==> src/rtl/fetch_controller_if.sv <==
`default_nettype none
// ============================================================================
// Module      : fetch_controller_if
// Description : Bundles the fetch-controller signals: hazard stall, branch
//               redirect, instruction-memory handshake, and the PC / IF-ID
//               control outputs. slave = controller side, master = the
//               surrounding pipeline (or a testbench).
//               Ports:
//                 stall, branchTaken, branchTarget, memReady   -> controller
//                 memReq, PCWrite, PCSrc, IFIDWrite, IFFlush,
//                 redirectPC, fetchCount                       <- controller
// Revision    : 1.0 - initial release
// ============================================================================
interface fetch_controller_if #(
  parameter int ADDR_WIDTH  = 16,
  parameter int COUNT_WIDTH = 16
);
  logic                   stall;
  logic                   branchTaken;
  logic [ADDR_WIDTH-1:0]  branchTarget;
  logic                   memReady;
  logic                   memReq;
  logic                   PCWrite;
  logic                   PCSrc;
  logic                   IFIDWrite;
  logic                   IFFlush;
  logic [ADDR_WIDTH-1:0]  redirectPC;
  logic [COUNT_WIDTH-1:0] fetchCount;

  modport slave (
    input  stall, branchTaken, branchTarget, memReady,
    output memReq, PCWrite, PCSrc, IFIDWrite, IFFlush, redirectPC, fetchCount
  );

  modport master (
    output stall, branchTaken, branchTarget, memReady,
    input  memReq, PCWrite, PCSrc, IFIDWrite, IFFlush, redirectPC, fetchCount
  );
endinterface
`default_nettype wire

==> src/rtl/fetch_controller.sv <==
`default_nettype none
// ============================================================================
// Module      : fetch_controller
// Description : Instruction-fetch sequencing controller. Arbitrates between
//               the instruction-memory handshake, the hazard-unit stall and a
//               resolved taken branch; drives PC load/select, memory request
//               and IF/ID write/flush. Holds the redirect target and a
//               committed-fetch counter.
//               Ports:
//                 clock  - rising-edge system clock
//                 reset  - synchronous, active-high
//                 bus    - fetch_controller_if.slave (handshake + controls)
// Revision    : 1.0 - initial release
// ============================================================================
module fetch_controller #(
  parameter int ADDR_WIDTH  = 16,
  parameter int COUNT_WIDTH = 16
) (
  input  wire                 clock,
  input  wire                 reset,
  fetch_controller_if.slave   bus
);

  typedef enum logic [1:0] {
    S_FETCH = 2'd0,
    S_STALL = 2'd1,
    S_DRAIN = 2'd2
  } state_t;

  state_t                 r_state;
  state_t                 w_nextState;
  logic [ADDR_WIDTH-1:0]  r_redirectPC;
  logic [COUNT_WIDTH-1:0] r_fetchCount;
  logic                   w_commit;

  // Control outputs are combinational from state and inputs; reset forces
  // them all low so a memory that also sits in reset sees no request.
  always_comb begin
    bus.memReq   = 1'b0;
    bus.PCWrite  = 1'b0;
    bus.PCSrc    = 1'b0;
    bus.IFIDWrite = 1'b0;
    bus.IFFlush  = 1'b0;
    w_commit     = 1'b0;
    w_nextState  = r_state;
    if (!reset) begin
      case (r_state)
        S_FETCH: begin
          bus.memReq = 1'b1;
          if (bus.branchTaken) begin
            bus.IFFlush = 1'b1;
            if (bus.memReady) begin
              // Request completes this cycle: redirect immediately.
              bus.PCWrite = 1'b1;
              bus.PCSrc   = 1'b1;
            end else begin
              // Request still in flight: let it finish, then redirect.
              w_nextState = S_DRAIN;
            end
          end else if (bus.memReady) begin
            if (bus.stall) begin
              w_nextState = S_STALL;
            end else begin
              bus.PCWrite   = 1'b1;
              bus.IFIDWrite = 1'b1;
              w_commit      = 1'b1;
            end
          end
        end
        S_STALL: begin
          if (bus.branchTaken) begin
            bus.PCWrite = 1'b1;
            bus.PCSrc   = 1'b1;
            bus.IFFlush = 1'b1;
            w_nextState = S_FETCH;
          end else if (!bus.stall) begin
            // PC was never written, so re-entering FETCH refetches it.
            w_nextState = S_FETCH;
          end
        end
        S_DRAIN: begin
          bus.memReq  = 1'b1;
          bus.IFFlush = 1'b1;
          if (bus.memReady) begin
            bus.PCWrite = 1'b1;
            bus.PCSrc   = 1'b1;
            w_nextState = S_FETCH;
          end
        end
        default: w_nextState = S_FETCH;
      endcase
    end
  end

  // The IF mux takes branchTarget directly in the cycle branchTaken is seen;
  // the registered copy serves the deferred redirect out of DRAIN. Any new
  // branch overwrites it, so the newest target always wins.
  always_ff @(posedge clock) begin
    if (reset) begin
      r_state      <= S_FETCH;
      r_redirectPC <= '0;
      r_fetchCount <= '0;
    end else begin
      r_state <= w_nextState;
      if (bus.branchTaken) begin
        r_redirectPC <= bus.branchTarget;
      end
      if (w_commit) begin
        r_fetchCount <= r_fetchCount + 1'b1;
      end
    end
  end

  assign bus.redirectPC = r_redirectPC;
  assign bus.fetchCount = r_fetchCount;

endmodule
`default_nettype wire

==> src/flat_wrapper.sv <==
// flat-port wrapper written by rule: the top's interface ports become plain ports
module fetch_controller_flat 
#(
  parameter int ADDR_WIDTH  = 16,
  parameter int COUNT_WIDTH = 16
)
  (clock, reset, bus_stall, bus_branchTaken, bus_branchTarget, bus_memReady, bus_memReq, bus_PCWrite, bus_PCSrc, bus_IFIDWrite, bus_IFFlush, bus_redirectPC, bus_fetchCount);
  fetch_controller_if #(.ADDR_WIDTH(ADDR_WIDTH), .COUNT_WIDTH(COUNT_WIDTH)) bus_i ();
  input  wire clock;
  input  wire reset;
  input wire logic [$bits(bus_i.stall)-1:0] bus_stall;
  input wire logic [$bits(bus_i.branchTaken)-1:0] bus_branchTaken;
  input wire logic [$bits(bus_i.branchTarget)-1:0] bus_branchTarget;
  input wire logic [$bits(bus_i.memReady)-1:0] bus_memReady;
  output wire logic [$bits(bus_i.memReq)-1:0] bus_memReq;
  output wire logic [$bits(bus_i.PCWrite)-1:0] bus_PCWrite;
  output wire logic [$bits(bus_i.PCSrc)-1:0] bus_PCSrc;
  output wire logic [$bits(bus_i.IFIDWrite)-1:0] bus_IFIDWrite;
  output wire logic [$bits(bus_i.IFFlush)-1:0] bus_IFFlush;
  output wire logic [$bits(bus_i.redirectPC)-1:0] bus_redirectPC;
  output wire logic [$bits(bus_i.fetchCount)-1:0] bus_fetchCount;
  assign bus_i.stall = bus_stall;
  assign bus_i.branchTaken = bus_branchTaken;
  assign bus_i.branchTarget = bus_branchTarget;
  assign bus_i.memReady = bus_memReady;
  assign bus_memReq = bus_i.memReq;
  assign bus_PCWrite = bus_i.PCWrite;
  assign bus_PCSrc = bus_i.PCSrc;
  assign bus_IFIDWrite = bus_i.IFIDWrite;
  assign bus_IFFlush = bus_i.IFFlush;
  assign bus_redirectPC = bus_i.redirectPC;
  assign bus_fetchCount = bus_i.fetchCount;
  fetch_controller #(.ADDR_WIDTH(ADDR_WIDTH), .COUNT_WIDTH(COUNT_WIDTH)) u_core (.clock(clock), .reset(reset), .bus(bus_i));
endmodule
==> config.mk <==
export PLATFORM = sky130hd
export DESIGN_NAME = fetch_controller_flat
export DESIGN_NICKNAME = d
export VERILOG_FILES = /design/src/rtl/fetch_controller_if.sv /design/src/rtl/fetch_controller.sv /design/src/flat_wrapper.sv
export SDC_FILE = /design/constraint.sdc
export NUM_CORES = 1
export LEC_CHECK = 0
export CORE_AREA = 2 2 68 70
export CTS_BUF_LIST = sky130_fd_sc_hd__clkbuf_8
export DETAILED_ROUTE_END_ITERATION = 16
export DIE_AREA = 0 0 70 72
export PLACE_DENSITY = 0.78
export SYNTH_ARGS = -nofsm -noshare
export SYNTH_HDL_FRONTEND = slang
export SYNTH_SLANG_ARGS = --single-unit
export TNS_END_PERCENT = 50
==> constraint.sdc <==
create_clock -name clock -period 2 [get_ports clock]
set_input_delay 0.4 -clock clock [delete_from_list [all_inputs] [get_ports clock]]
set_output_delay 0.4 -clock clock [all_outputs]
set_load 0.02 [all_outputs]
==> metrics.txt <==
CTS Buf Count=5; most common cell after layout, fill and taps aside=clkdlybuf4s50_1; Least-Margin Pin Slew=0.3330 ns; most frequent cells in the layout=clkdlybuf4s50_1 (48), dfxtp_1 (33), nor2_1 (28); final setup vio count=0; post-synthesis sequential area ratio=47.47%; Via Count=roughly 1400; # clock sinks=34; num rows=24; Pleak=around 0.89 nW; Slew HR=between 70 and 80%; CP startpoint kind=register; Final min period=roughly 1.9 ns; Setup Total Neg Slack=0 ns; Hold-fix buffers, CTS=0; CTS tree=done; initial antenna violation count=0; Worst EP required=1.60 ns; Fmax=roughly 0.52 GHz; Syn-to-layout area delta=58.99%; Gate Count Post-Synth=between 150 and 200; status=finished, final reports clean; CP cell instances=buf_4, nor2_1, a211oi_2, nor2b_1, clkdlybuf4s15_2; area of the multi-input gates=just over 700 um^2; hpwl dp=between 2 and 3 mm; WL final=3.408 mm; H-tree Lvls=2; Remaining DRCs=0; Final Util=approximately 53%; crit path from=u_core.r_state[1]; max-slew violations=0; Final WS setup=0.08663 ns; fin crit share=between 90 and 100%; Distinct cells, synth=33; total iterations of the first detailed-routing run=4; initial DRC count=27; FF+latch count, synth=34; layout cell share with drive strength beyond 1=a little under a fifth; Max clock buf depth=2; clock skew=about 0.0082 ns; worst r2r src=u_core.r_state[1]; R2R cell count=5; synthesized area per cell=slightly above 9 um^2; root buffer cell=clkbuf_8; Critical Path End=bus_PCSrc; CORE AREA=around 4300 um^2; crit path DAT=~1.5 ns; worst min path class=register to register; met1 Use GR=approximately 16%; total power draw=0.001398 W; routing usage on met3=between 5 and 6%; warning count from the yosys run=0; post-route ant nets=0; GR Util All Layers=between 10% and 20%; Die X=roughly 70 um; Storage cell area=slightly below 700 um^2; I/O pin cnt=58; setup slack at placement=-0.6105 ns; critical path depth in cells=5; hold_sp=u_core.bus.redirectPC[3]; gr ovfl total=0; Worst VDD drop=0.0005037 V; PD cells=approximately 610 nW/um^2; Die H=72 um; vias in the first global route=around 1300; clk_lat worst skew=a little under 0.3 ns; # Max-Cap Violations=0; Nets=252; Cell Area, Synth=~1400 um^2; worst-path maximum fanout=5; FILL cells=~410; CP top delay family=buffers and inverters; Buf/Inv on CP=2; hold slack=slightly below 0.5 ns; total die area=5040 um^2; Avg WL per Cell=approximately 12 um; critical path endpoint category=primary output; IO buf count=57; first-pass GRT wire length=between 5 and 6 mm; r2r endpoint=u_core.bus.fetchCount[7]; Largest stage delay, worst path=between 0.3 and 0.4 ns; Placer Congestion=between 0.7 and 0.8; clk slew on worst S/H paths=0.07 ns; via/cell ratio=4.848; largest net degree at the start of global routing=24; diode count=0; worst setup path class=register to primary output; Syn Nets=roughly 180; met2 Use GR=roughly a quarter; GRT busiest layer=met2; Initial Utilization=33.63%; final hold vios=0; r2r setup slk=0.12 ns; CP max-delay cell=dfxtp_2
[cells in the mapped netlist]
cell,n,area share [%]
inv_1,3,0.79
o21ai_0,4,1.4
buf_6,2,1.6
o31ai_1,5,2.6
or3_4,1,0.79
ha_1,1,0.87
a21oi_1,10,3.5
or2_2,1,0.44
xnor2_1,3,1.8
nor3_1,2,0.70
nor2_1,28,7.3
a2111oi_0,1,0.61
nor4b_1,1,0.61
nor2b_1,1,0.44
nor3b_1,1,0.52
xor2_1,4,2.4
nand2_1,6,1.6
nor4_1,2,0.87
or3_1,3,1.3
and3_1,1,0.44
buf_1,2,0.52
and3b_1,1,0.61
dfxtp_1,34,47
nand3_1,5,1.7
buf_4,1,0.52
or4b_1,1,0.70
nand4_1,3,1.3
mux2i_1,16,11
and4_1,1,0.61
buf_2,3,1.0
a211oi_1,1,0.52
or4_1,5,2.6
clkbuf_1,2,0.52
[how the worst min path moves through the flow]
stage	endpoint	slack (ns)	cells after the start
after floorplan	u_core.r_state[1]	0.48	1
after global placement	u_core.bus.redirectPC[8]	0.47	2
after detailed placement	u_core.bus.redirectPC[8]	0.48	2
after CTS	u_core.bus.redirectPC[8]	0.50	2
after global routing	u_core.r_state[1]	0.53	3
final	u_core.bus.redirectPC[3]	0.49	2
[worst reg2reg max path: cells and delay by family, from the launching register on]
| family | cells | cell delay [ns] |
|---|---|---|
| and+or+nand+nor | 3 | 1.24 |
| AOI/OAI and AO/OA | 1 | 0.13 |
| DFF | 1 | 0.33 |
| buffers and inverters | 1 | 0.14 |
[kinds of logic (layout without fill, tap and decap cells)]
logic type      count (synthesis)  after routing  share of synthesized area, %
simple gates                   63             63                         22.60
xor+xnor                        7              7                         4.276
buf+inv                        13             88                         4.974
mux                            16             16                         11.17
flops                          34             34                         47.47
fa+ha+maj                       1              1                        0.8725
compound gates                 21             21                         8.640
[report_power, final]
part	internal (W)	switching, W	leakage (nW)
Clock	0.000233	0.000238	0.0414
Sequential	0.000699	0.0000128	0.278
Combinational	0.000117	0.0000971	0.569
Total	0.00105	0.000348	0.888
[through the flow]
step,instance area (um^2),instances
after CTS,2270,282
after detailed placement,2153,273
after global routing,2280,282
after global placement,2153,273
after floorplan,1435,155
final,2280,282
[layout make-up]
| cell class | instances | area share (%) |
|---|---|---|
| clock buffer | 5 | 3.019 |
| clock inverter | 2 | 0.4940 |
| inverter | 3 | 0.4940 |
| multi-input combinational | 108 | 31.50 |
| sequential | 34 | 29.91 |
| tap | 52 | 2.854 |
| timing repair buffer | 78 | 31.72 |
[repair_timing]
item,CTS,global route
gates resized for setup,28,9
pin swaps,7,3
setup endpoints to repair,14,11
buffers inserted,2,1
gates cloned,0,0
[state kept, by name, indices dropped and copies added (netlist names)]
name                   count
u_core.bus.redirectPC     16
u_core.r_state             2
u_core.bus.fetchCount     16
[routing by layer]
metal | wire (um) | share of wire (%)
met5 | 0 | 0
met2 | 1659 | 49
met4 | 34 | 1.0
met3 | 215 | 6.3
met1 | 1499 | 44
Note: power is estimated with default switching activity, not from simulation.
